--- config.mk ---
export PLATFORM = sky130hd
export DESIGN_NAME = elastic_pipeline_reg
export DESIGN_NICKNAME = d
export VERILOG_FILES = /design/src/rtl/elastic_pipeline_reg.sv
export SDC_FILE = /design/constraint.sdc
export NUM_CORES = 1
export LEC_CHECK = 0
export ABC_AREA = 1
export BUFFER_PORTS_ARGS = -buffer_cell sky130_fd_sc_hd__buf_4
export CAP_MARGIN = 20
export CORE_MARGIN = 4
export CORE_UTILIZATION = 50
export DETAILED_ROUTE_END_ITERATION = 10
export PLACE_DENSITY = 0.81
export REMOVE_ABC_BUFFERS = 1
export SLEW_MARGIN = 25
export SYNTH_ARGS = -nofsm -noshare
export SYNTH_HDL_FRONTEND = slang
export SYNTH_SLANG_ARGS = --single-unit
--- constraint.sdc ---
create_clock -name clock -period 3.5 [get_ports clock]
set_clock_uncertainty 0.2 [all_clocks]
set_input_delay 0.175 -clock clock [delete_from_list [all_inputs] [get_ports clock]]
set_output_delay 0.175 -clock clock [all_outputs]
set_load 0.02 [all_outputs]
--- src/rtl/elastic_pipeline_reg.sv ---
// Elastic pipeline stage register: main entry plus one skid entry, valid/ready both sides.
// Optional stall counter port stall_cycles enabled by `define ELASTIC_PIPE_STATS_EN.
module elastic_pipeline_reg #(
    parameter int DATA_WIDTH = 96,
    parameter int CTRL_WIDTH = 8
) (
    input  logic                  clock,
    input  logic                  reset,
    input  logic                  flush,
    input  logic                  in_valid,
    output logic                  in_ready,
    input  logic [CTRL_WIDTH-1:0] in_ctrl,
    input  logic [DATA_WIDTH-1:0] in_data,
    output logic                  out_valid,
    input  logic                  out_ready,
    output logic [CTRL_WIDTH-1:0] out_ctrl,
    output logic [DATA_WIDTH-1:0] out_data
`ifdef ELASTIC_PIPE_STATS_EN
    ,
    output logic [15:0]           stall_cycles
`endif
);

    logic                  main_valid_q, main_valid_d;
    logic [CTRL_WIDTH-1:0] main_ctrl_q, main_ctrl_d;
    logic [DATA_WIDTH-1:0] main_data_q, main_data_d;
    logic                  skid_valid_q, skid_valid_d;
    logic [CTRL_WIDTH-1:0] skid_ctrl_q, skid_ctrl_d;
    logic [DATA_WIDTH-1:0] skid_data_q, skid_data_d;
    logic                  acc_in;
    logic                  acc_out;

    assign in_ready  = ~skid_valid_q;
    assign out_valid = main_valid_q;
    assign out_ctrl  = main_valid_q ? main_ctrl_q : '0;
    assign out_data  = main_data_q;
    assign acc_in    = in_valid & ~skid_valid_q;
    assign acc_out   = main_valid_q & out_ready;

    // Next-state: main refills from skid first (older), then from input.
    always_comb begin
        main_valid_d = main_valid_q;
        main_ctrl_d  = main_ctrl_q;
        main_data_d  = main_data_q;
        skid_valid_d = skid_valid_q;
        skid_ctrl_d  = skid_ctrl_q;
        skid_data_d  = skid_data_q;
        if (flush) begin
            main_valid_d = 1'b0;
            skid_valid_d = 1'b0;
            main_ctrl_d  = '0;
            skid_ctrl_d  = '0;
        end else begin
            if (~main_valid_q | acc_out) begin
                if (skid_valid_q) begin
                    main_valid_d = 1'b1;
                    main_ctrl_d  = skid_ctrl_q;
                    main_data_d  = skid_data_q;
                    skid_valid_d = 1'b0;
                end else if (acc_in) begin
                    main_valid_d = 1'b1;
                    main_ctrl_d  = in_ctrl;
                    main_data_d  = in_data;
                end else begin
                    main_valid_d = 1'b0;
                end
            end
            if (acc_in & main_valid_q & ~out_ready) begin
                skid_valid_d = 1'b1;
                skid_ctrl_d  = in_ctrl;
                skid_data_d  = in_data;
            end
        end
    end

    // Stage registers with synchronous reset overriding everything.
    always_ff @(posedge clock) begin
        if (reset) begin
            main_valid_q <= 1'b0;
            main_ctrl_q  <= '0;
            main_data_q  <= '0;
            skid_valid_q <= 1'b0;
            skid_ctrl_q  <= '0;
            skid_data_q  <= '0;
        end else begin
            main_valid_q <= main_valid_d;
            main_ctrl_q  <= main_ctrl_d;
            main_data_q  <= main_data_d;
            skid_valid_q <= skid_valid_d;
            skid_ctrl_q  <= skid_ctrl_d;
            skid_data_q  <= skid_data_d;
        end
    end

`ifdef ELASTIC_PIPE_STATS_EN
    logic [15:0] stall_q, stall_d;

    assign stall_cycles = stall_q;

    // Saturating count of cycles with a valid output held back downstream.
    always_comb begin
        stall_d = stall_q;
        if (main_valid_q & ~out_ready & (stall_q != 16'hFFFF)) begin
            stall_d = stall_q + 16'd1;
        end
    end

    // Counter register, cleared only by reset.
    always_ff @(posedge clock) begin
        if (reset) begin
            stall_q <= '0;
        end else begin
            stall_q <= stall_d;
        end
    end
`endif

endmodule

Yosys cells after proc, flatten, opt, wreduce, memory -nomap -nowiden
Cells that the tools add are included.
Storage, ports and cells
  bits in read-only memories: 0
  word-level logic and storage cells: 30
  memories: 0
  latch bits: 0
  input port bits: 109
  memory bits (writable): 0
  flip-flop bits (word level): 210
  output and inout port bits: 106
Operators by class
  order comparisons: 0
  div/mod/pow operators: 0
  muxes and demuxes: 9
  bitwise logic cells: 9
  equality and inequality tests: 0
  add/sub/neg operators: 0
  multipliers: 0
  shifts and indexed selects: 0
  reductions and logical operators: 6
Operators with widths (count)
  96-bit two-way mux: 2
  8-bit two-way mux: 3
  1-bit bitwise AND: 4
  1-bit two-way mux: 4
  1-bit NOT: 4
  2-bit AND reduction: 2
  2-bit nonzero test: 2
  3-bit AND reduction: 1
  2-bit OR reduction: 1
  1-bit OR: 1

Depth between registers and ports, before layout
  depth after elaboration: 5
  gate-level depth with buffers: 9
  depth with buffers taken out: 7

Worst setup path after synthesis
No wires, ideal clock.
  kind: reg-to-reg
  start: register main_valid_q, in the netlist out_valid
  end: register skid_data_q[33]
  setup time: 0.110 ns
  cell stages (with the launch flop): 9
  period minus slack after synthesis: 1.642 ns
  path slack: 1.858 ns
  required time: 3.190 ns
  data arrival time: 1.332 ns
  buffers on the path: 3
  cell sequence: dfxtp_1 -> buf_4 -> nand2_2 -> nor2_2 -> buf_4 -> buf_4 -> nand3_1 -> nand2_1 -> nor2_1
Between the ends
  word-level cells in the longest chain between the ends: 3
Ends and longest elaborated chain
  from (decl): RTL line 24  | logic main_valid_q, main_valid_d;
  from (signal assigned): RTL line 86  | main_valid_q <= main_valid_d;
  1-bit bitwise AND (2 in a row): RTL line 68  | if (acc_in & main_valid_q & ~out_ready) begin
  2-bit AND reduction (no line)
  to (signal assigned): RTL line 91  | skid_data_q <= skid_data_d;
  to (decl): RTL line 29  | logic [DATA_WIDTH-1:0] skid_data_q, skid_data_d;
Every way passes these cells.
A chain may end at the register's enable or synchronous reset.

Worst setup path in the final report
  start: input port flush
  end: register main_valid_q, in the netlist out_valid
Between the ends
  word-level cells in the longest chain between the ends: 1
Ends and longest elaborated chain
  from (decl): RTL line 9  | input logic flush,
  2-bit OR reduction (no line)
Every way passes these cells.

==> results by group <==
Run status
  • Status: finished, final reports clean

Floorplan
  • DIE AREA: 23400 um^2
  • Initial core utilization: 0.514
  • Die span in x: about 150 um
  • Core Footprint: 20500 um^2
  • # rows: 52
  • I/O pins: about 220
  • Die H: 153 um

Setup path
  • Crit path required time: 3740 ps
  • Critical path type: input port to register
  • Most frequent CP cell: dlygate4sd3_1
  • Crit path max-delay family: buffers and inverters
  • Startpoint Class: input port
  • Worst Setup EP: out_valid$_SDFFE_PP0P_
  • R2r endpoint: skid_ctrl_q[6]$_SDFFE_PP0P_
  • R2r startpoint: out_valid$_SDFFE_PP0P_
  • Slowest stage delay, CP: 790 ps
  • WP depth: 7
  • Critical Path End Type: register
  • Critical path, cell by cell: dlygate4sd3_1, buf_4, nor2_1, dlygate4sd3_1, inv_1, a21oi_1, dlygate4sd3_1
  • Maximum fanout along the worst path: 9
  • Crit path from: flush
  • Reg2reg path depth: 5
  • Crit-path slowest cell: dlygate4sd3_1
  • Reg2reg setup slack: 1000 ps
  • Buf/Inv on CP: 5
  • CP arrival: 2770 ps

Hold path
  • HP Class: input port to register
  • Hold depth: 4

Detailed routing
  • DRC Markers: 0
  • First drt pass iteration count: 5
  • Post-route ant nets: 0
  • Vias/cell: 4.56
  • Vias: about 11000
  • Initial drt markers: 730
  • Routed WL: 26.9 mm
  • DR WL/cell: 11.6 um

Logic synthesis
  • Yosys top cell area share: 0.399
  • Sequential fraction of the synthesis area: 0.399
  • Syn. warnings: 0
  • Yosys top cell by area: dfxtp_1
  • Synth area leaders: dfxtp_1, nand2_1, inv_1
  • Synth Instances: 1761
  • Mean Syn Cell Area: approximately 6 um^2
  • Synthesis-stage register bit count: 210
  • Synth unique cells: 18
  • Post-synthesis cell area: 10500 um^2

GRT
  • Largest net degree at the start of global routing: about 110
  • Grt ovf: 0
  • Vias in the first global route: 9827
  • Global-route wire length before repair: 45.6 mm
  • Initial antenna violation count: 0
  • GRT Total Usage: 0.221

STA
  • Slew margin rel.: 0.362
  • Max Clk Rate: 0.395 GHz
  • # setup viols final: 0
  • Unrepaired setup endpoints after global routing: false
  • Tcrit/Tclk final: 0.724
  • Pins over their slew limit: 0
  • Worst Tran Pin Value: 956 ps
  • Final min period: roughly 2500 ps
  • Final Hold Fails: 0

Finish
  • Share of layout cells above drive strength 1: 0.133
  • FF/Latch Area: about 4200 um^2
  • Multi-input logic area: 4260 um^2
  • Final core utilization: 0.684
  • Area Growth Syn to Fin: 33.2%
  • # nets final: 2138
  • Layout filler cell count: approximately 1600
  • # diodes: 0

Power and ir drop
  • Power per Cell Area: 424 nW/um^2
  • Worst vdd ir: 314 uV
  • Leakage: 7.46 nW
  • Pwr Total: 5.94 mW

Clock tree
  • Root buf cell: clkbuf_16
  • Clk_lat worst skew: 500 ps
  • Total CTS buffers: 24
  • Post-CTS Setup Inserts: 0
  • TritonCTS clock tree: done
  • CTS clk-pin slew, worst paths: 60 ps
  • H-tree levels: 1
  • Clock tree buffer depth: 3
  • TritonCTS sink count: 210

Placed design
  • # port buffers: 214
  • DP HPWL: ~15 mm
  • RePlAce Congestion: about 0.76

Job
  • Max-cap viol count: 0
## per-layer routing
layer,share of wire,vias up,GRT usage
met5,0,-,0
met4,0.021,0,0.0632
met3,0.064,47,0.0362
met2,0.48,325,0.383
met1,0.44,4612,0.286
li1,-,5571,-
## per-stage QoR
step / setup WS, ps / cells / hold WS [ps] / setup TNS (ps) / cell area [um^2]
floorplan: -3190 / 1663 / 110 / -478120 / 9950
global placement: 1160 / 2156 / 208 / 0 / 12100
detailed placement: 1130 / 2156 / 217 / 0 / 12100
CTS: 1010 / 2315 / 26.5 / 0 / 14000
global route: 821 / 2315 / 60.8 / 0 / 14000
finish: 968 / 2315 / 17.9 / 0 / 14000
## power breakdown
part | total (mW) | internal, mW | switching [mW]
clock | 2.53 | 1.55 | 0.975
sequential | 2.55 | 2.49 | 0.0598
combinational | 0.863 | 0.387 | 0.476
## synth_stat cells, drive strengths merged
cell / count
a21oi: 1
buf: 68
clkbuf: 30
dfxtp: 210
inv: 400
nand2: 517
nand3: 98
nor2: 324
nor3: 1
o21ai: 112
## how the worst min path moves through the flow
stage,startpoint,slack (ps),endpoint
global route,reset,60,out_data[73]$_SDFFE_PP0P_
detailed placement,in_ctrl[5],220,skid_ctrl_q[5]$_SDFFE_PP0P_
global placement,in_ctrl[5],210,skid_ctrl_q[5]$_SDFFE_PP0P_
finish,reset,20,out_data[62]$_SDFFE_PP0P_
floorplan,in_ctrl[0],110,skid_ctrl_q[0]$_SDFFE_PP0P_
CTS,reset,30,out_data[69]$_SDFFE_PP0P_
## cells in the final DEF (no fill, tap or decap), drive strengths merged
cell type	synthesis	routed
nor3	1	1
dfxtp	210	210
clkbuf	30	35
buf	68	223
dlygate4sd3	0	117
inv	400	400
a21oi	1	1
nor2	324	324
bufinv	0	2
nand2	517	517
o21ai	112	112
clkinv	0	5
nand3	98	98
## kinds of logic (layout without fill, tap and decap cells)
group,Yosys count,count (layout),synth area share
AND/OR/NAND/NOR,940,940,0.349
buffers and inverters,498,782,0.198
flip-flops,210,210,0.399
AO/OA/AOI/OAI,113,113,0.0537
## flip-flops by register name (all words and copies together) (netlist names)
name          flops
main_ctrl_q       8
out_data         96
out_valid         1
skid_ctrl_q       8
skid_data_q      96
skid_valid_q      1
## layout make-up
class                   count  area share
inverters                 400       0.107
clock buffers              35      0.0508
multi-input cells        1053       0.304
flip-flops and latches    210       0.300
well taps                 270      0.0241
repair buffers            340       0.208
clock inverters             7     0.00633
## worst register-to-register path, delay by kind of cell (launching register included)
family	cells	cell delay [ps]
AOI/OAI and AO/OA	1	180
buffers and inverters	1	560
DFF	1	500
and+or+nand+nor	3	1000
## timing repair
action                                 4_1_cts  5_1_grt
hold buffers                               117        0
resized for setup                            0        0
endpoints found under the hold margin      210        0
Note: power is estimated with default switching activity, not from simulation.
